File: src/rtl/uart_rx_pkg.sv
// Shared types and constants for the UART receiver.
// The PARITY state exists only when UART_RX_PARITY_EN is defined.
package uart_rx_pkg;

   typedef enum logic [2:0] {
      IDLE   = 3'd0,
      START  = 3'd1,
      DATA   = 3'd2,
`ifdef UART_RX_PARITY_EN
      PARITY = 3'd3,
`endif
      STOP   = 3'd4
   } state_t;

   localparam int PRESCALE_8  = 8;
   localparam int PRESCALE_16 = 16;
   localparam int PRESCALE_32 = 32;

   localparam logic EVEN = 1'b0;
   localparam logic ODD  = 1'b1;

endpackage

File: src/rtl/uart_rx_data_sampling.sv
// Mid-bit oversampler: takes three samples around the bit centre and
// reports their majority together with a strobe on the third sample.
module data_sampling #(
   parameter int PRESCALE_WIDTH = 6
) (
   input  logic                      clk,
   input  logic                      reset,
   input  logic                      i_rx,
   input  logic [PRESCALE_WIDTH-1:0] i_edge_cnt,
   input  logic [PRESCALE_WIDTH-1:0] i_prescale,
   output logic                      o_bit,
   output logic                      o_done
);

   logic [PRESCALE_WIDTH-1:0] w_mid;
   logic                      r_s0, r_s1;

   assign w_mid = i_prescale >> 1;

   always_ff @(posedge clk) begin
      if (reset) begin
         r_s0 <= 1'b0;
         r_s1 <= 1'b0;
      end else begin
         if (i_edge_cnt == w_mid - PRESCALE_WIDTH'(1)) r_s0 <= i_rx;
         if (i_edge_cnt == w_mid)                      r_s1 <= i_rx;
      end
   end

   // Third sample is used live so the result is available on its own cycle.
   assign o_done = (i_edge_cnt == w_mid + PRESCALE_WIDTH'(1));
   assign o_bit  = (r_s0 & r_s1) | (r_s0 & i_rx) | (r_s1 & i_rx);

endmodule

File: src/rtl/uart_rx.sv
// UART receiver: 2-flop synchronizer, oversampling FSM, parity/stop checks.
// Optional parity support is compiled in with UART_RX_PARITY_EN.
module uart_rx
   import uart_rx_pkg::*;
#(
   parameter int FRAME_WIDTH    = 8,
   parameter int PRESCALE_WIDTH = 6
) (
   input  logic                      clk,
   input  logic                      reset,
   input  logic                      RX_IN,
   input  logic [PRESCALE_WIDTH-1:0] Prescale,
   input  logic                      par_en,
   input  logic                      PAR_TYP,
   output logic [FRAME_WIDTH-1:0]    P_DATA,
   output logic                      Data_Valid,
   output logic                      par_err,
   output logic                      stp_err,
   output logic                      busy
);

   localparam int BCW = (FRAME_WIDTH > 1) ? $clog2(FRAME_WIDTH) : 1;

   state_t                    r_state;
   logic                      r_sync1, r_sync2;
   logic                      w_rx;
   logic [PRESCALE_WIDTH-1:0] r_edge_cnt, r_prescale, w_prescale_norm;
   logic [BCW-1:0]            r_bit_cnt;
   logic [FRAME_WIDTH-1:0]    r_shift, r_p_data;
   logic                      r_data_valid, r_stp_err, r_busy, r_bit;
   logic                      w_bit, w_done, w_bit_end, w_good;

`ifdef UART_RX_PARITY_EN
   logic                      r_par_en, r_par_typ, r_par_err;
   assign w_good  = ~r_par_err;
   assign par_err = r_par_err;
`else
   logic                      w_unused;
   assign w_unused = &{1'b0, par_en, PAR_TYP};
   assign w_good   = 1'b1;
   assign par_err  = 1'b0;
`endif

   assign w_rx      = r_sync2;
   assign w_bit_end = (r_edge_cnt == r_prescale - PRESCALE_WIDTH'(1));

   // Anything other than 16 or 32 falls back to 8 cycles per bit.
   assign w_prescale_norm =
      (Prescale == PRESCALE_WIDTH'(PRESCALE_16) || Prescale == PRESCALE_WIDTH'(PRESCALE_32))
      ? Prescale : PRESCALE_WIDTH'(PRESCALE_8);

   data_sampling #(.PRESCALE_WIDTH(PRESCALE_WIDTH)) u_sampler (
      .clk        (clk),
      .reset      (reset),
      .i_rx       (w_rx),
      .i_edge_cnt (r_edge_cnt),
      .i_prescale (r_prescale),
      .o_bit      (w_bit),
      .o_done     (w_done)
   );

   always_ff @(posedge clk) begin
      if (reset) begin
         r_state      <= IDLE;
         r_sync1      <= 1'b1;
         r_sync2      <= 1'b1;
         r_edge_cnt   <= '0;
         r_prescale   <= '0;
         r_bit_cnt    <= '0;
         r_shift      <= '0;
         r_p_data     <= '0;
         r_data_valid <= 1'b0;
         r_stp_err    <= 1'b0;
         r_busy       <= 1'b0;
         r_bit        <= 1'b0;
`ifdef UART_RX_PARITY_EN
         r_par_en     <= 1'b0;
         r_par_typ    <= 1'b0;
         r_par_err    <= 1'b0;
`endif
      end else begin
         r_sync1      <= RX_IN;
         r_sync2      <= r_sync1;
         r_data_valid <= 1'b0;
         if (w_done) r_bit <= w_bit;
         if (r_state != IDLE)
            r_edge_cnt <= w_bit_end ? '0 : r_edge_cnt + PRESCALE_WIDTH'(1);

         case (r_state)
            IDLE: begin
               if (!w_rx) begin
                  r_state    <= START;
                  r_edge_cnt <= '0;
                  r_bit_cnt  <= '0;
                  r_prescale <= w_prescale_norm;
                  r_stp_err  <= 1'b0;
                  r_busy     <= 1'b1;
`ifdef UART_RX_PARITY_EN
                  r_par_en   <= par_en;
                  r_par_typ  <= PAR_TYP;
                  r_par_err  <= 1'b0;
`endif
               end
            end
            START: begin
               // A start bit that reads high at mid-bit was a glitch.
               if (w_bit_end) begin
                  if (r_bit) begin
                     r_state <= IDLE;
                     r_busy  <= 1'b0;
                  end else begin
                     r_state <= DATA;
                  end
               end
            end
            DATA: begin
               if (w_done) r_shift <= {w_bit, r_shift[FRAME_WIDTH-1:1]};
               if (w_bit_end) begin
                  if (r_bit_cnt == BCW'(FRAME_WIDTH - 1)) begin
                     r_bit_cnt <= '0;
`ifdef UART_RX_PARITY_EN
                     r_state   <= r_par_en ? PARITY : STOP;
`else
                     r_state   <= STOP;
`endif
                  end else begin
                     r_bit_cnt <= r_bit_cnt + BCW'(1);
                  end
               end
            end
`ifdef UART_RX_PARITY_EN
            PARITY: begin
               if (w_done) r_par_err <= w_bit ^ (^r_shift) ^ (r_par_typ == ODD);
               if (w_bit_end) r_state <= STOP;
            end
`endif
            STOP: begin
               if (w_done) begin
                  if (!w_bit) begin
                     r_stp_err <= 1'b1;
                  end else if (w_good) begin
                     r_data_valid <= 1'b1;
                     r_p_data     <= r_shift;
                  end
               end
               if (w_bit_end) begin
                  r_state <= IDLE;
                  r_busy  <= 1'b0;
               end
            end
            default: begin
               r_state <= IDLE;
               r_busy  <= 1'b0;
            end
         endcase
      end
   end

   assign P_DATA     = r_p_data;
   assign Data_Valid = r_data_valid;
   assign stp_err    = r_stp_err;
   assign busy       = r_busy;

endmodule

File: config.mk
export PLATFORM = sky130hd
export DESIGN_NAME = uart_rx
export DESIGN_NICKNAME = d
export VERILOG_FILES = /design/src/rtl/uart_rx_pkg.sv /design/src/rtl/uart_rx_data_sampling.sv /design/src/rtl/uart_rx.sv
export SDC_FILE = /design/constraint.sdc
export NUM_CORES = 1
export LEC_CHECK = 0
export ABC_AREA = 1
export CORE_MARGIN = 10
export CORE_UTILIZATION = 58
export DETAILED_ROUTE_END_ITERATION = 6
export PLACE_DENSITY_LB_ADDON = 0.12
export SYNTH_ARGS = -nofsm -noshare
export SYNTH_HDL_FRONTEND = slang
export SYNTH_SLANG_ARGS = --single-unit
File: constraint.sdc
create_clock -name clk -period 3.9 [get_ports clk]
set_input_delay 0.585 -clock clk [delete_from_list [all_inputs] [get_ports clk]]
set_output_delay 0.585 -clock clk [all_outputs]
set_load 0.05 [all_outputs]
==> reports/qor.csv <==
metric,value,unit
layout cells sized above 1,6.15,%
# port buffers,19,
clk sinks,42,
max-slew violation count,0,
final setup fails,0,
Final Non-Filler Cells,373,
Synth Cell Area,0.00220,mm2
core area,0.00366,mm2
final setup margin,1.48,ns
fmax,0.413,GHz
vias in the first global route,1799,
DR pass1 iterations,4,
clock latency on the worst-skew pair,0.29,ns
PwrDens,352,mW/mm2
CTS H-tree lvls,2,
fin crit share,62.2,%
Worst Tran Pin Value,0.938,ns
clk buf depth,2,
Final min period,2.42,ns
MaxCap Viol Count,0,
Total Wirelength,4640,um
worst hold path stage count,1,
met2 Use GR,23.0,%
Nets,342,
"Reg clk slew, reported paths",0.08,ns
Yosys reg bits,42,
met1 usage in global routing,19.7,%
site row count,22,
"most common cell after layout, fill and taps aside",nand2_1,
Critical Path AT,2.60,ns
cts repair resizes,0,
largest net degree at the start of global routing,29,
Routed Antenna Nets,0,
pre-CTS setup slack,1.57,ns
startpoint class of the critical path,flip-flop,
clk root buf,clkbuf_8,
gr usage total,14.9,%
Slew HR,37.2,%
placed wire-length estimate,3370,um
chip height,81.6,um
Sequential cell area,841,um2
Post-Syn Instances,309,
Synth Warn #,0,
area grow syn2layout,12.3,%
first-pass GRT wire length,8100,um
outcome,finished clean,
die area,0.00666,mm2
P_leak,0.00101,uW
1st-iter DRT viols,196,
routability cong.,0.875,
HP Class,flip-flop to flip-flop,
CP required,4.07,ns
GR peak layer,met2,
total power draw,870,uW
# IOs,23,
Initial Util,60.1,%
TritonCTS clock tree,done,
reg2reg path depth,7,
initial antenna violation count,0,
most frequent cells in the layout,"nand2_1 (79), dfxtp_1 (42), nor2_1 (32)",
critical path capture point type,flip-flop,
CP max FO,20,
Sum Neg Setup Slack,0,ns
DRC Markers,0,
gr ovfl total,0,
Yosys cell types,32,
setup bufs post-CTS,0,
average size of a mapped cell,7.12,um2
VDD IR-drop max,0.000266,V
critical path type,flip-flop to flip-flop,
drt wl/cell,12.5,um
vias per cell,5.33,
Synthesized Nets,327,
Die W,81.6,um
n_diodes,0,
RSZ-0062 raised after global routing,false,
vias,1988,
Clock Skews,0.00252,ns
Placed Instances,365,
fin util,67.5,%
total CTS buffers,5,
share of the yosys chip area belonging to registers,38.2,%
Post-CTS Hold Buffers,0,
final hold violations,0,
area of the multi-input gates,0.00115,mm2
FILL cells,340,
grt met3 use,4.80,%
per-layer routing:
layer,vias up,part of all wire [%]
met5,-,0
met4,0,1.1
met3,7,6.7
met2,38,44
met1,899,49
li1,1044,-
flip-flops by register name, summed over array words and instances (netlist names), 3 cells and up:
name        cells
r_edge_cnt      6
r_state         3
r_prescale      6
P_DATA          8
r_bit_cnt       3
r_shift         8
stage by stage:
step | cell area, um2 | hold WS, ns
2_1_floorplan | 2200 | 0.389
3_3_place_gp | 2380 | 0.392
3_5_place_dp | 2380 | 0.400
4_1_cts | 2470 | 0.419
5_1_grt | 2470 | 0.444
6_report | 2470 | 0.417
cells in the mapped netlist, drive strengths merged:
library cell / count / area (um2)
xor2: 9 / 86.3
inv: 31 / 116
a311oi: 1 / 8.76
nand4: 21 / 131
or2: 4 / 25.0
o21ai: 5 / 28.8
a211oi: 1 / 7.51
nand2: 79 / 297
conb: 1 / 3.75
a31oi: 1 / 6.26
o22ai: 1 / 6.26
nor3: 6 / 30.0
clkbuf: 5 / 18.8
buf: 8 / 71.3
nand3b: 1 / 7.51
a21oi: 30 / 150
nor4: 1 / 6.26
ha: 7 / 87.6
dfxtp: 42 / 841
nor2: 34 / 133
o21a: 1 / 7.51
nand3: 13 / 70.1
o32ai: 2 / 17.5
xnor2: 5 / 43.8
kinds of logic (layout without fill, tap and decap cells):
kind of cell / after synthesis / count (layout) / synth area share [%]
and+or+nand+nor: 159 / 159 / 31.8
AOI/OAI and AO/OA: 42 / 42 / 10.6
DFF: 42 / 42 / 38.2
xor gates and xnor gates: 14 / 14 / 5.91
buffers and inverters: 44 / 60 / 9.38
adders and majority gates: 7 / 7 / 3.98
other: 1 / 1 / 0.170
report_power, final:
part | leakage, uW | total, uW | switching (uW) | internal, uW
clock | 0.0000472 | 293 | 150 | 142
combinational | 0.000627 | 126 | 84.4 | 42.0
sequential | 0.000340 | 451 | 11.1 | 440
total | 0.00101 | 870 | 246 | 624
layout make-up:
type                    count  area share [%]
clock buffers               6            3.34
clock inverters             2           0.506
inverters                  31            4.71
multi-input cells         223            46.7
flip-flops and latches     42            34.0
well taps                  48            2.43
repair buffers             21            8.30
worst max-delay path, cell delays in order (launching register included):
cell     delay [ns]
dfxtp_1        0.51
xor2_2         0.25
xor2_1         0.16
nand2_1        0.07
nor2_2         0.63
nand3_1        0.43
nand2_1        0.16
a21oi_1        0.08
path summary, 6_finish.rpt:
check,startpoint,end,slack (ns)
min,r_sync1,r_sync2,0.42
max,r_prescale[4],r_shift[3],1.48
min reg2reg,r_sync1,r_sync2,0.42
max reg2reg,r_prescale[4],r_shift[3],1.48
(Power assumes the default switching activity.)
==> RTL change 1, RTL diff (same flow settings) <==
Add a define of `UART_RX_PARITY_EN`.
--- a/src/rtl/uart_rx_pkg.sv
+++ b/src/rtl/uart_rx_pkg.sv
@@ -2,2 +2,4 @@
 // The PARITY state exists only when UART_RX_PARITY_EN is defined.
+`define UART_RX_PARITY_EN
+
 package uart_rx_pkg;
Behaviour: same outputs for any inputs over 10 cycles, from zero or initial values and one cycle with reset high; that may be too few to reach the edited logic, so the function may still have changed.
==> RTL change 1 against the unedited design <==
  * Sequential cell count up 3
  * Area after synthesis up 10%
  * Setup slack better by 0.096 ns
  * Wire length up 19%
  * Cell area up 13%
  * Die area up 7.5%
  * Critical path depth up 3
  * Synthesized cell count up 14%
  * Clock skew up 0.0039 ns
Power is not compared: it rests on default switching activity, and its combinational part moved more than twofold at a synthesized area within 25%.
==> RTL change 1: results (changes against the unedited design) <==
Critical path
  • FF-to-FF setup slack: 1.57 ns (+0.10 ns)
  • CP Data Arrival Time: 2.53 ns (-0.07 ns)
  • Top fanout value on the critical path: 11 (-45%)
  • R2R Path Start: r_prescale[1]$_SDFFE_PP0P_
  • CP max stage delay: 0.43 ns (-0.20 ns)
  • RR Endpoint: r_shift[5]$_SDFFE_PP0P_
  • CP max stage cell: dfxtp_1

Finish
  • Share of cells above drive strength 1: 4.762% (-1.4 points)
  • Final nets: 395 (+15%)

Logic synthesis
  • Syn_nets: 371 (+13%)
  • Commonest cells in the synthesized netlist: nand2_1, nor2_1, dfxtp_1
  • Sequential area share after synthesis: 37.21% (-0.99 points)
  • Fraction of the mapped netlist area in adder cells: 3.618% (-0.36 points)
  • Compound-Gate Fraction of Synth Area: 9.664% (-0.91 points)
  • Top post-synthesis cells by area: dfxtp_1, nand2_1, nor2_1

Clock network
  • Clk buf depth: 2 (unchanged)

Place
  • DP Wirelength: 4145 um (+23%)
  • # port buffers: 22 (+3)

Timing
  • Hold Slack: 0.4245 ns (+0.008039 ns)
  • Clock skew: 0.006452 ns (+0.003935 ns)

Power
  • Max VDD drop: between 0.4 and 0.5 mV
  • Leak: ~1.2 nW

Global route
  • All-Layer GR Usage: 15.58% (+0.65 points)
  • Met1 Use GR: 19.55% (-0.13 points)
  • Largest net degree at the start of global routing: 25 (-14%)
  • Met2 Usage GRT: 25.67% (+2.7 points)
  • First-pass GRT wire length: 9418 um (+16%)
  • M3 GR Usage: 3.768% (-1.0 points)

Worst hold path
  • Min-delay src: r_sync1$_SDFF_PP1_

Detailed routing
  • DRT iter0 DRCs: 125 (-36%)
  • Met2 wire len: 2589 um (+28%)
  • Average wire per standard cell: 12.94 um (+3.9%)
  • Vias per cell: 5.332 (about the same)
  • Met1 WL: 2523 um (+12%)
  • WL met3: 360 um (+15%)
  • TritonRoute pass-1 iters: 5 (+1)

Status
  • Status: complete, no violations
RTL change 1: through the flow:
stage / instances / area, sq um / util [%] / setup slack (ns) / total power (W)
after floorplan: 353 / 2421 / - / 2.053 / 0.001096
after global placement: 420 / 2680 / 66.52 / 1.632 / 0.001204
after detailed placement: 420 / 2680 / 66.52 / 1.616 / 0.001214
after CTS: 428 / 2791 / 69.29 / 1.598 / 0.001571
after global routing: 428 / 2791 / 69.29 / 1.272 / 0.001706
final: 428 / 2791 / 69.29 / 1.571 / 0.001566
RTL change 1: final cells by class:
class | instances | area, sq um
fill | 372 | 1237
sequential | 45 | 900.9
tap | 50 | 62.56
multi-input combinational | 263 | 1341
clock buffer | 6 | 72.57
timing repair buffer | 23 | 227.7
clock inverter | 2 | 38.79
inverter | 39 | 147.6
RTL change 1: cells by family after synthesis:
kind of cell    Yosys count
flops                    45
compound gates           45
buf+inv                  45
xor+xnor                 22
fa+ha+maj                 7
simple gates            189
==> RTL change 2, RTL diff (same flow settings) <==
Without the edit above. The 4 states of `state_t` get a one-hot encoding in 4 bits.
--- a/src/rtl/uart_rx_pkg.sv
+++ b/src/rtl/uart_rx_pkg.sv
@@ -4,6 +4,6 @@
 
-   typedef enum logic [2:0] {
-      IDLE   = 3'd0,
-      START  = 3'd1,
-      DATA   = 3'd2,
+   typedef enum logic [3:0] {
+      IDLE   = 4'b0001,
+      START  = 4'b0010,
+      DATA   = 4'b0100,
 `ifdef UART_RX_PARITY_EN
@@ -11,3 +11,3 @@
 `endif
-      STOP   = 3'd4
+      STOP   = 4'b1000
    } state_t;
Behaviour: no difference found for any inputs over 10 cycles, from zero or initial values and one cycle with reset high; not proved beyond that.
==> RTL change 2 against the unedited design <==
  * Combinational power is 30% lower
  * Clock skew about the same
  * Non-clock buffer count shrank 1
  * Fmax down 3.8%
  * Power grew 9.2%
  * Largest cell class unchanged
  * Area after synthesis is 4.0% higher
  * Highest routed layer unchanged
  * Core utilization up 2.4 points
  * Final cell count increased by 5.9%
  * Setup slack worse by 0.096 ns
  * Sequential cell count rose by 1
  * Wire length increased by 5.2%
  * Largest power group unchanged
  * Critical endpoint is now r_shift[7]$_SDFFE_PP0P_
  * Sequential share of layout area fell by 1.1 points
  * Cell area is 5.9% higher
==> RTL change 2: results (changes against the unedited design) <==
Detailed routing
  • Vias: 2,055 (+3.4%)
  • Met1 WL: 2406 um (+6.7%)
  • WL met3: 266 um (-15%)
  • Vias per cell: 5.203 (-2.4%)
  • Average wire per standard cell: 12.37 um (-0.67%)

Timing
  • Tmin final: 2.520 ns (+0.09600 ns)
  • Clock skew: 0.002184 ns (-0.0003330 ns)

Global route
  • Largest net degree at the start of global routing: 24 (-17%)
  • All-Layer GR Usage: 13.85% (-1.1 points)
  • Met2 Usage GRT: 21.79% (-1.2 points)
  • M3 GR Usage: 3.711% (-1.1 points)
  • Met1 Use GR: 18.23% (-1.4 points)
  • First-pass GRT wire length: 8286 um (+2.3%)

Status
  • Status: complete, no violations

Logic synthesis
  • Sequential area share after synthesis: 37.62% (-0.59 points)
  • Syn_nets: 346 (+5.8%)
  • Post-Synth XOR/XNOR Area: 6.069% (+0.16 points)
  • Compound-Gate Fraction of Synth Area: 8.201% (-2.4 points)
  • Count of cell types in the netlist: 36 (+13%)
  • Mean area per synthesized cell: 6.977 sq um (-2.0%)
  • Fraction of the mapped netlist area in adder cells: 3.827% (-0.15 points)

Critical path
  • CP Data Arrival Time: 2.70 ns (+0.10 ns)
  • R2R depth: 8 (+1)
  • FF-to-FF setup slack: 1.38 ns (-0.10 ns)
  • RR Endpoint: r_shift[7]$_SDFFE_PP0P_
  • Top fanout value on the critical path: 12 (-40%)
  • CP max stage delay: 0.50 ns (-0.13 ns)

Power
  • Combinational group power: 0.0000878 W (-30%)
  • Leak: 1.189 nW (+17%)
  • Part of the power in registers: 48.0% (-3.8 points)
  • Internal power: 0.0007357 W (+18%)
  • Max VDD drop: 0.2745 mV (+3.3%)

Finish
  • Final nets: 364 (+6.4%)

Place
  • DP Wirelength: 3594 um (+6.8%)
==> RTL change 2: cell type report <==
| type | count | area, sq um |
|---|---|---|
| Multi-Input combinational cell | 234 | 1209 |
| Sequential cell | 43 | 860.8 |
| Timing Repair Buffer | 20 | 197.7 |
| Clock inverter | 2 | 60.06 |
| Fill cell | 319 | 1126 |
| Inverter | 42 | 157.7 |
| Tap cell | 48 | 60.06 |
| Clock buffer | 6 | 72.57 |
==> RTL change 2: logic make-up (layout without fill, tap and decap cells) <==
| family | after synthesis | after routing |
|---|---|---|
| simple gates | 178 | 178 |
| buf+inv | 51 | 70 |
| flops | 43 | 43 |
| compound gates | 33 | 33 |
| xor+xnor | 15 | 15 |
| fa+ha+maj | 7 | 7 |
| other cells | 1 | 1 |
==> RTL change 2: worst register-to-register path, cell delays in order, from the launching register on <==
cell and delay (ns):
dfxtp_1 0.44, inv_1 0.13, ha_1 0.30, xnor2_1 0.23, o21ai_0 0.20, nor3_4 0.50, nand3_1 0.40, nand2_1 0.14
a21oi_1 0.07
